**src/rtl/replacer_extend_multi.sv**
```systemverilog
// ---------------------------------------------------------------------------
// replacer_extend_multi
//
// Purpose:
//   Walks a bit cursor (MSB-first) across a stream of video words read from a
//   video FIFO. Each count token read from a token FIFO advances the cursor by
//   its skip distance and, when its replace flag is set, marks the bit it lands
//   on in a per-word replacement mask. When a token's skip runs past bit 0 the
//   current word is emitted with every marked bit replaced, and the remaining
//   skip is carried into the next word. Any number of replacements per word are
//   accumulated before the word is emitted.
//
// Parameters:
//   DATA_W  video word width (power of two, 8..64)
//   CNT_W   token width: bit CNT_W-1 = replace flag, bits CNT_W-2:0 = skip
//   MODE    0: marked bits take ~last_sign_in
//           1: marked bits take  last_sign_in
//           2: marked bits are inverted
//
// Ports:
//   clk, rst       clock; synchronous active-low reset
//   clk_en         global enable; low freezes all state
//   vid_in         video FIFO read data (valid the cycle after vid_rd)
//   vid_empty      video FIFO empty
//   cnt_in         token FIFO read data (valid the cycle after cnt_rd)
//   cnt_empty      token FIFO empty
//   last_sign_in   replacement source for MODE 0/1, sampled on the emit cycle
//   flush          pulse: emit the current word now, cursor/mask restart
//   out_afull      output FIFO almost full; stalls the block like clk_en=0
//   vid_rd         video FIFO read strobe (combinational)
//   cnt_rd         token FIFO read strobe (combinational)
//   data_out       emitted word (registered)
//   data_wr        output FIFO write strobe (registered, one cycle per word)
//
// Optional feature (macro REPLACER_STATS_EN):
//   stat_words     number of emitted words (wraps modulo 2^32)
//   stat_repl      number of mask bits carried by emitted words (wraps)
//   Both clear on rst and hold while the block is stalled.
// ---------------------------------------------------------------------------
module replacer_extend_multi #(
    parameter int DATA_W = 8,
    parameter int CNT_W  = 8,
    parameter int MODE   = 0
) (
    input  logic              clk,
    input  logic              rst,
    input  logic              clk_en,
    input  logic [DATA_W-1:0] vid_in,
    input  logic              vid_empty,
    input  logic [CNT_W-1:0]  cnt_in,
    input  logic              cnt_empty,
    input  logic              last_sign_in,
    input  logic              flush,
    input  logic              out_afull,
    output logic              vid_rd,
    output logic              cnt_rd,
    output logic [DATA_W-1:0] data_out,
    output logic              data_wr
`ifdef REPLACER_STATS_EN
    ,
    output logic [31:0]       stat_words,
    output logic [31:0]       stat_repl
`endif
);

    localparam int CUR_W  = $clog2(DATA_W);
    localparam int SKIP_W = CNT_W - 1;
    // Wide enough for both the skip field and cursor+1 (which reaches DATA_W),
    // so the comparison and subtraction never wrap.
    localparam int CMP_W  = (SKIP_W > CUR_W + 1) ? SKIP_W : CUR_W + 1;
    localparam logic [CUR_W-1:0] CUR_TOP = CUR_W'(DATA_W - 1);

    // What the block does with the current word this cycle.
    typedef enum logic [1:0] {
        ACT_IDLE,     // nothing to do, or stalled
        ACT_CONSUME,  // token lands inside the word: move cursor, maybe mark
        ACT_SPAN,     // token runs past bit 0: emit word, carry the remainder
        ACT_FLUSH     // forced emit, token untouched
    } action_e;

    // -----------------------------------------------------------------------
    // State
    // -----------------------------------------------------------------------
    logic [DATA_W-1:0] word_q,     word_d;
    logic              word_vld_q, word_vld_d;
    logic              vid_land_q, vid_land_d;   // video read returns this cycle
    logic [SKIP_W-1:0] tok_skip_q, tok_skip_d;
    logic              tok_flag_q, tok_flag_d;
    logic              tok_vld_q,  tok_vld_d;
    logic              cnt_land_q, cnt_land_d;   // token read returns this cycle
    logic [CUR_W-1:0]  cursor_q,   cursor_d;
    logic [DATA_W-1:0] mask_q,     mask_d;
    logic [DATA_W-1:0] data_out_q, data_out_d;
    logic              data_wr_q,  data_wr_d;

    // -----------------------------------------------------------------------
    // Effective operands
    // A FIFO read that returns this cycle is used directly from the FIFO data
    // bus, so a freshly read word or token can be acted on in its return cycle.
    // That is what sustains one emitted word / one consumed token per cycle.
    // A read is only ever issued into an empty (or emptying) holding register,
    // so the bypass and the register contents are never both live.
    // -----------------------------------------------------------------------
    logic              en;
    logic              w_vld;
    logic [DATA_W-1:0] w_data;
    logic              t_vld;
    logic [SKIP_W-1:0] t_skip;
    logic              t_flag;

    assign en     = clk_en && !out_afull;
    assign w_vld  = word_vld_q || vid_land_q;
    assign w_data = vid_land_q ? vid_in : word_q;
    assign t_vld  = tok_vld_q || cnt_land_q;
    assign t_skip = cnt_land_q ? cnt_in[SKIP_W-1:0] : tok_skip_q;
    assign t_flag = cnt_land_q ? cnt_in[CNT_W-1]    : tok_flag_q;

    // -----------------------------------------------------------------------
    // Cursor arithmetic
    // r = bits still ahead of (and including) the cursor in this word.
    // -----------------------------------------------------------------------
    logic [CMP_W-1:0] s_ext;
    logic [CMP_W-1:0] r_ext;
    logic [CMP_W-1:0] rem_ext;
    logic [CUR_W-1:0] target;
    logic             lands_in_word;

    assign s_ext         = CMP_W'(t_skip);
    assign r_ext         = CMP_W'(cursor_q) + CMP_W'(1);
    assign lands_in_word = s_ext < r_ext;
    // Only meaningful when the token spans the word (s >= r), so no wrap.
    assign rem_ext       = s_ext - r_ext;
    // Only meaningful when the token lands in the word (s <= cursor).
    assign target        = cursor_q - s_ext[CUR_W-1:0];

    // -----------------------------------------------------------------------
    // Action decode. Flush has priority over token processing; both need a
    // word to act on, and nothing happens while stalled.
    // -----------------------------------------------------------------------
    action_e action;
    logic    emit;

    always_comb begin
        action = ACT_IDLE;
        if (en && w_vld) begin
            if (flush) begin
                action = ACT_FLUSH;
            end else if (t_vld) begin
                action = lands_in_word ? ACT_CONSUME : ACT_SPAN;
            end
        end
    end

    assign emit = (action == ACT_SPAN) || (action == ACT_FLUSH);

    // -----------------------------------------------------------------------
    // FIFO read strobes: refill a holding register when it is empty or is
    // being released this cycle. An in-flight read shows up as w_vld/t_vld
    // through the landing flag, which blocks a second read. Reads are held
    // off during reset so FIFO contents are never lost to a cleared register.
    // -----------------------------------------------------------------------
    assign vid_rd = rst && en && !vid_empty && (!w_vld || emit);
    assign cnt_rd = rst && en && !cnt_empty && (!t_vld || (action == ACT_CONSUME));

    // -----------------------------------------------------------------------
    // Emitted word: every marked bit is replaced according to MODE.
    // -----------------------------------------------------------------------
    logic [DATA_W-1:0] emit_word;

    always_comb begin
        emit_word = w_data;
        for (int i = 0; i < DATA_W; i++) begin
            if (MODE == 2) begin
                emit_word[i] = w_data[i] ^ mask_q[i];
            end else if (mask_q[i]) begin
                emit_word[i] = (MODE == 1) ? last_sign_in : ~last_sign_in;
            end
        end
    end

    // -----------------------------------------------------------------------
    // Next state
    // -----------------------------------------------------------------------
    // NOTE: every signal assigned here gets its hold value first, so no path
    // leaves a variable unassigned and no latch is inferred.
    always_comb begin
        word_d     = word_q;
        word_vld_d = word_vld_q;
        tok_skip_d = tok_skip_q;
        tok_flag_d = tok_flag_q;
        tok_vld_d  = tok_vld_q;
        cursor_d   = cursor_q;
        mask_d     = mask_q;
        data_out_d = data_out_q;
        data_wr_d  = emit;
        vid_land_d = vid_rd;
        cnt_land_d = cnt_rd;

        // A returning read is always captured, even while stalled; the FIFO
        // has already advanced and the data would otherwise be lost.
        if (vid_land_q) begin
            word_d     = vid_in;
            word_vld_d = 1'b1;
        end
        if (cnt_land_q) begin
            tok_skip_d = cnt_in[SKIP_W-1:0];
            tok_flag_d = cnt_in[CNT_W-1];
            tok_vld_d  = 1'b1;
        end

        unique case (action)
            ACT_CONSUME: begin
                cursor_d  = target;
                tok_vld_d = 1'b0;
                if (t_flag) begin
                    mask_d[target] = 1'b1;
                end
            end
            ACT_SPAN: begin
                // Token stays; its remaining distance is measured from bit
                // DATA_W-1 of the next word.
                tok_skip_d = rem_ext[SKIP_W-1:0];
                tok_flag_d = t_flag;
                cursor_d   = CUR_TOP;
                mask_d     = '0;
                word_vld_d = 1'b0;
                data_out_d = emit_word;
            end
            ACT_FLUSH: begin
                cursor_d   = CUR_TOP;
                mask_d     = '0;
                word_vld_d = 1'b0;
                data_out_d = emit_word;
            end
            default: ;
        endcase
    end

    // -----------------------------------------------------------------------
    // Control registers
    // -----------------------------------------------------------------------
    // NOTE: sequential state uses non-blocking assignments so every register
    // samples the pre-edge values regardless of process ordering.
    always_ff @(posedge clk) begin
        if (!rst) begin
            word_vld_q <= 1'b0;
            vid_land_q <= 1'b0;
            tok_vld_q  <= 1'b0;
            cnt_land_q <= 1'b0;
            cursor_q   <= CUR_TOP;
            mask_q     <= '0;
            data_out_q <= '0;
            data_wr_q  <= 1'b0;
        end else begin
            word_vld_q <= word_vld_d;
            vid_land_q <= vid_land_d;
            tok_vld_q  <= tok_vld_d;
            cnt_land_q <= cnt_land_d;
            cursor_q   <= cursor_d;
            mask_q     <= mask_d;
            data_out_q <= data_out_d;
            data_wr_q  <= data_wr_d;
        end
    end

    // NOTE: payload registers are qualified by their valid flags, so they are
    // deliberately left out of reset; this keeps rst off their enable path.
    always_ff @(posedge clk) begin
        word_q     <= word_d;
        tok_skip_q <= tok_skip_d;
        tok_flag_q <= tok_flag_d;
    end

    assign data_out = data_out_q;
    assign data_wr  = data_wr_q;

`ifdef REPLACER_STATS_EN
    // -----------------------------------------------------------------------
    // Statistics: words emitted and replacement bits carried by them.
    // -----------------------------------------------------------------------
    function automatic logic [31:0] popcount(input logic [DATA_W-1:0] v);
        logic [31:0] n;
        n = '0;
        for (int i = 0; i < DATA_W; i++) begin
            n = n + 32'(v[i]);
        end
        return n;
    endfunction

    logic [31:0] stat_words_q;
    logic [31:0] stat_repl_q;

    // emit already implies en, so the counters hold while stalled.
    always_ff @(posedge clk) begin
        if (!rst) begin
            stat_words_q <= '0;
            stat_repl_q  <= '0;
        end else if (emit) begin
            stat_words_q <= stat_words_q + 32'd1;
            stat_repl_q  <= stat_repl_q + popcount(mask_q);
        end
    end

    assign stat_words = stat_words_q;
    assign stat_repl  = stat_repl_q;
`endif

endmodule
```
**config.mk**
```make
export PLATFORM = sky130hd
export DESIGN_NAME = replacer_extend_multi
export DESIGN_NICKNAME = d
export VERILOG_FILES = /design/src/rtl/replacer_extend_multi.sv
export SDC_FILE = /design/constraint.sdc
export NUM_CORES = 1
export LEC_CHECK = 0
export CORE_ASPECT_RATIO = 1.1
export CORE_MARGIN = 4
export CORE_UTILIZATION = 30
export CTS_CLUSTER_DIAMETER = 50
export DETAILED_ROUTE_END_ITERATION = 16
export GPL_TIMING_DRIVEN = 0
export PLACE_DENSITY = 0.49
export SKIP_CTS_REPAIR_TIMING = 1
export SLEW_MARGIN = 15
export SYNTH_ARGS = -nofsm -noshare
export SYNTH_HDL_FRONTEND = slang
export SYNTH_SLANG_ARGS = --single-unit
```
**constraint.sdc**
```tcl
create_clock -name clk -period 2.55 [get_ports clk]
set_input_delay 0.255 -clock clk [delete_from_list [all_inputs] [get_ports clk]]
set_output_delay 0.255 -clock clk [all_outputs]
set_load 0.005 [all_outputs]
```
==> out/summary.txt <==
Die ar. = 0.00803 mm^2
CP Capture Type = output pin
top post-synthesis cells by area = dfxtp_1 (40%), mux2_2 (7.3%), nor2_1 (4.5%)
number of flops mapped to enable cells by yosys = 0
num ports = 35
failing checks = negative setup slack
skew final = 0.00266 ns
cells after synthesis = 200
Finished Layout Cells = 335
PD cells = 614 mW/mm^2
RSZ-0062 raised after global routing = yes
Vias = 1593
cell with the most instances after synthesis = dfxtp_1
Hold/Removal Path Class = register to register
Starting Density = 0.317
Required @ worst endpoint = 2.30 ns
Sink Count = 40
gr usage total = 0.118
critical path fanouts, max = 5
max_slew headroom = 0.530
TritonCTS Buffers = 5
initial antenna violation count = 0
Final WS setup = -0.293 ns
Avg Cell Area, Syn = 9.98 um^2
fmax = 352 MHz
post-synthesis sequential area ratio = 0.401
CTS tree = yes
power consumption = 1.75 mW
# diodes = 0
crit path launch type = register
reg2reg end = data_out[3]$_SDFFE_PN0P_
outcome = finished, violations left
Warnings, synthesis = 0
Tcrit/Tclk final = 1.11
R2R depth = 13
P_leak = 1.05 nW
dpl hpwl = 3250 um
ys async rst share = 0
Area growth syn-to-layout = 42.9%
placed insts = 313
Root Driver = clkbuf_8
vias in the first global route = 1496
R2R setup slack = -0.11 ns
Synth Cell Area = 0.00200 mm^2
Nets = 287
Clock Path Buffers = 2
crit path kind = register to output pin
min-delay src = data_out[2]$_SDFFE_PN0P_
Die Y = 93.6 um
Worst VDD drop = 210 uV
Top FF cell, synth = dfxtp_1
Net Count, Synth = 233
max cap viols = 0
Worst Setup SP = cnt_land_q$_SDFF_PN0_
Via density = 4.76
Synth top area share = 0.401
Worst Hold End = data_out[2]$_SDFFE_PN0P_
core area = 0.00631 mm^2
chip width = 85.8 um
final worst path period need = 2.84 ns
pin count of the biggest net entering global routing = 15
Worst-path clk slew = 0.08 ns
max-slew violation count = 0
Reg-to-Reg Start = cnt_land_q$_SDFF_PN0_
worst-margin pin slew = 0.705 ns
Seq cells post-synth = 40
gr ovfl total = 0
Detailed Route WL = 4620 um
first-pass GRT wire length = 7410 um
Final setup viols = 13
DRT Pass-1 Iters = 4
Cell variety after synth = 42
Hold Path Stages = 2
Row Count = 30
commonest cells in the netlist = dfxtp_1 (40), nor2_1 (24), mux2_2 (13)
Fin. Hold Viols = 0
top cell type by total area after synthesis = dfxtp_1
GP Congestion = 0.761
PortBufs = 33
# DRC = 0
Critical Path AT = 2.59 ns
CTS H-tree lvls = 2
Fillers = 635
Wirelength per Cell = 13.8 um
initial drt markers = 96
clk_lat worst skew = 0.29 ns
layout cells sized above 1 = 0.341
post-route ant nets = 0
## logic make-up after synthesis
kind of cell | share of synthesized area
muxes | 0.108
xor gates and xnor gates | 0.0307
and+or+nand+nor | 0.170
AOI/OAI and AO/OA | 0.167
buffers and inverters | 0.0595
adders and majority gates | 0.0639
DFF | 0.401
## critical path, stage by stage, from the launching register on
cell      delay, ns
dfxtp_2        0.33
buf_6          0.12
buf_12         0.13
mux2_4         0.33
ha_4           0.21
nor2b_4        0.12
o31a_1         0.24
buf_6          0.13
o41ai_4        0.34
buf_6          0.16
a211oi_2       0.06
clkbuf_2       0.11
## per-stage QoR
stage	setup slack, ns	hold slack (ns)	setup TNS, ns	utilization	area (um^2)
6_report	-0.293	0.466	-1.64	0.452	2850
4_1_cts	-1.04	0.468	-8.11	0.414	2610
5_1_grt	-0.417	0.485	-3.25	0.452	2850
2_1_floorplan	-0.0186	0.327	-0.151	-	2070
3_5_place_dp	-0.727	0.456	-7.49	0.396	2500
3_3_place_gp	-0.695	0.454	-6.66	0.396	2500
## layout by cell type, fill, tap and decap left out, types with 5 or more instances in the layout
| cell | synthesis | layout |
|---|---|---|
| nor3_1 | 6 | 5 |
| buf_4 | 2 | 14 |
| dfxtp_1 | 40 | 39 |
| clkdlybuf4s50_1 | 0 | 31 |
| xnor2_1 | 7 | 6 |
| a21oi_2 | 8 | 8 |
| a211o_1 | 8 | 8 |
| mux2_2 | 13 | 12 |
| nand2_2 | 8 | 6 |
| mux2i_1 | 7 | 5 |
| o21ai_0 | 5 | 5 |
| inv_1 | 10 | 10 |
| nor2_1 | 24 | 23 |
| clkbuf_8 | 0 | 5 |
## metal layers
metal	vias to the layer above	track usage	routed length [um]
met1	733	0.178	2430
met2	32	0.159	1900
li1	820	-	-
met4	0	0.0515	87
met3	8	0.0229	195
met5	-	0	0
## power breakdown
part / leakage (nW) / internal, mW / switching [mW]
logic: 0.667 / 0.243 / 0.245
clock network: 0.0548 / 0.295 / 0.243
registers: 0.329 / 0.695 / 0.0295
total: 1.05 / 1.23 / 0.518
## flip-flops by register name, summed over array words and instances, names as in the netlist
| signal | flops |
|---|---|
| word_vld_q | 1 |
| word_q | 8 |
| tok_skip_q | 7 |
| cnt_land_q | 1 |
| data_wr | 1 |
| tok_vld_q | 1 |
| mask_q | 8 |
| tok_flag_q | 1 |
| cursor_q | 3 |
| data_out | 8 |
| vid_land_q | 1 |
## worst max path at each step
stage	slack [ns]	to	depth (start not counted)
2_1_floorplan	-0.02	mask_q[7]$_SDFFE_PN0P_	12
3_3_place_gp	-0.70	cnt_rd	11
3_5_place_dp	-0.73	vid_rd	11
4_1_cts	-1.04	vid_rd	12
5_1_grt	-0.42	cnt_rd	12
6_report	-0.29	vid_rd	11
## area by class of cell
type | instances | area [um^2] | share of cell area
multi-input cells | 141 | 1260 | 0.442
flip-flops and latches | 40 | 802 | 0.281
repair buffers | 47 | 443 | 0.155
well taps | 80 | 100 | 0.0351
plain buffers | 9 | 93.8 | 0.0329
clock buffers | 5 | 68.8 | 0.0241
clock inverters | 3 | 46.3 | 0.0162
inverters | 10 | 37.5 | 0.0132
Power figures use the tool's default switching activity.
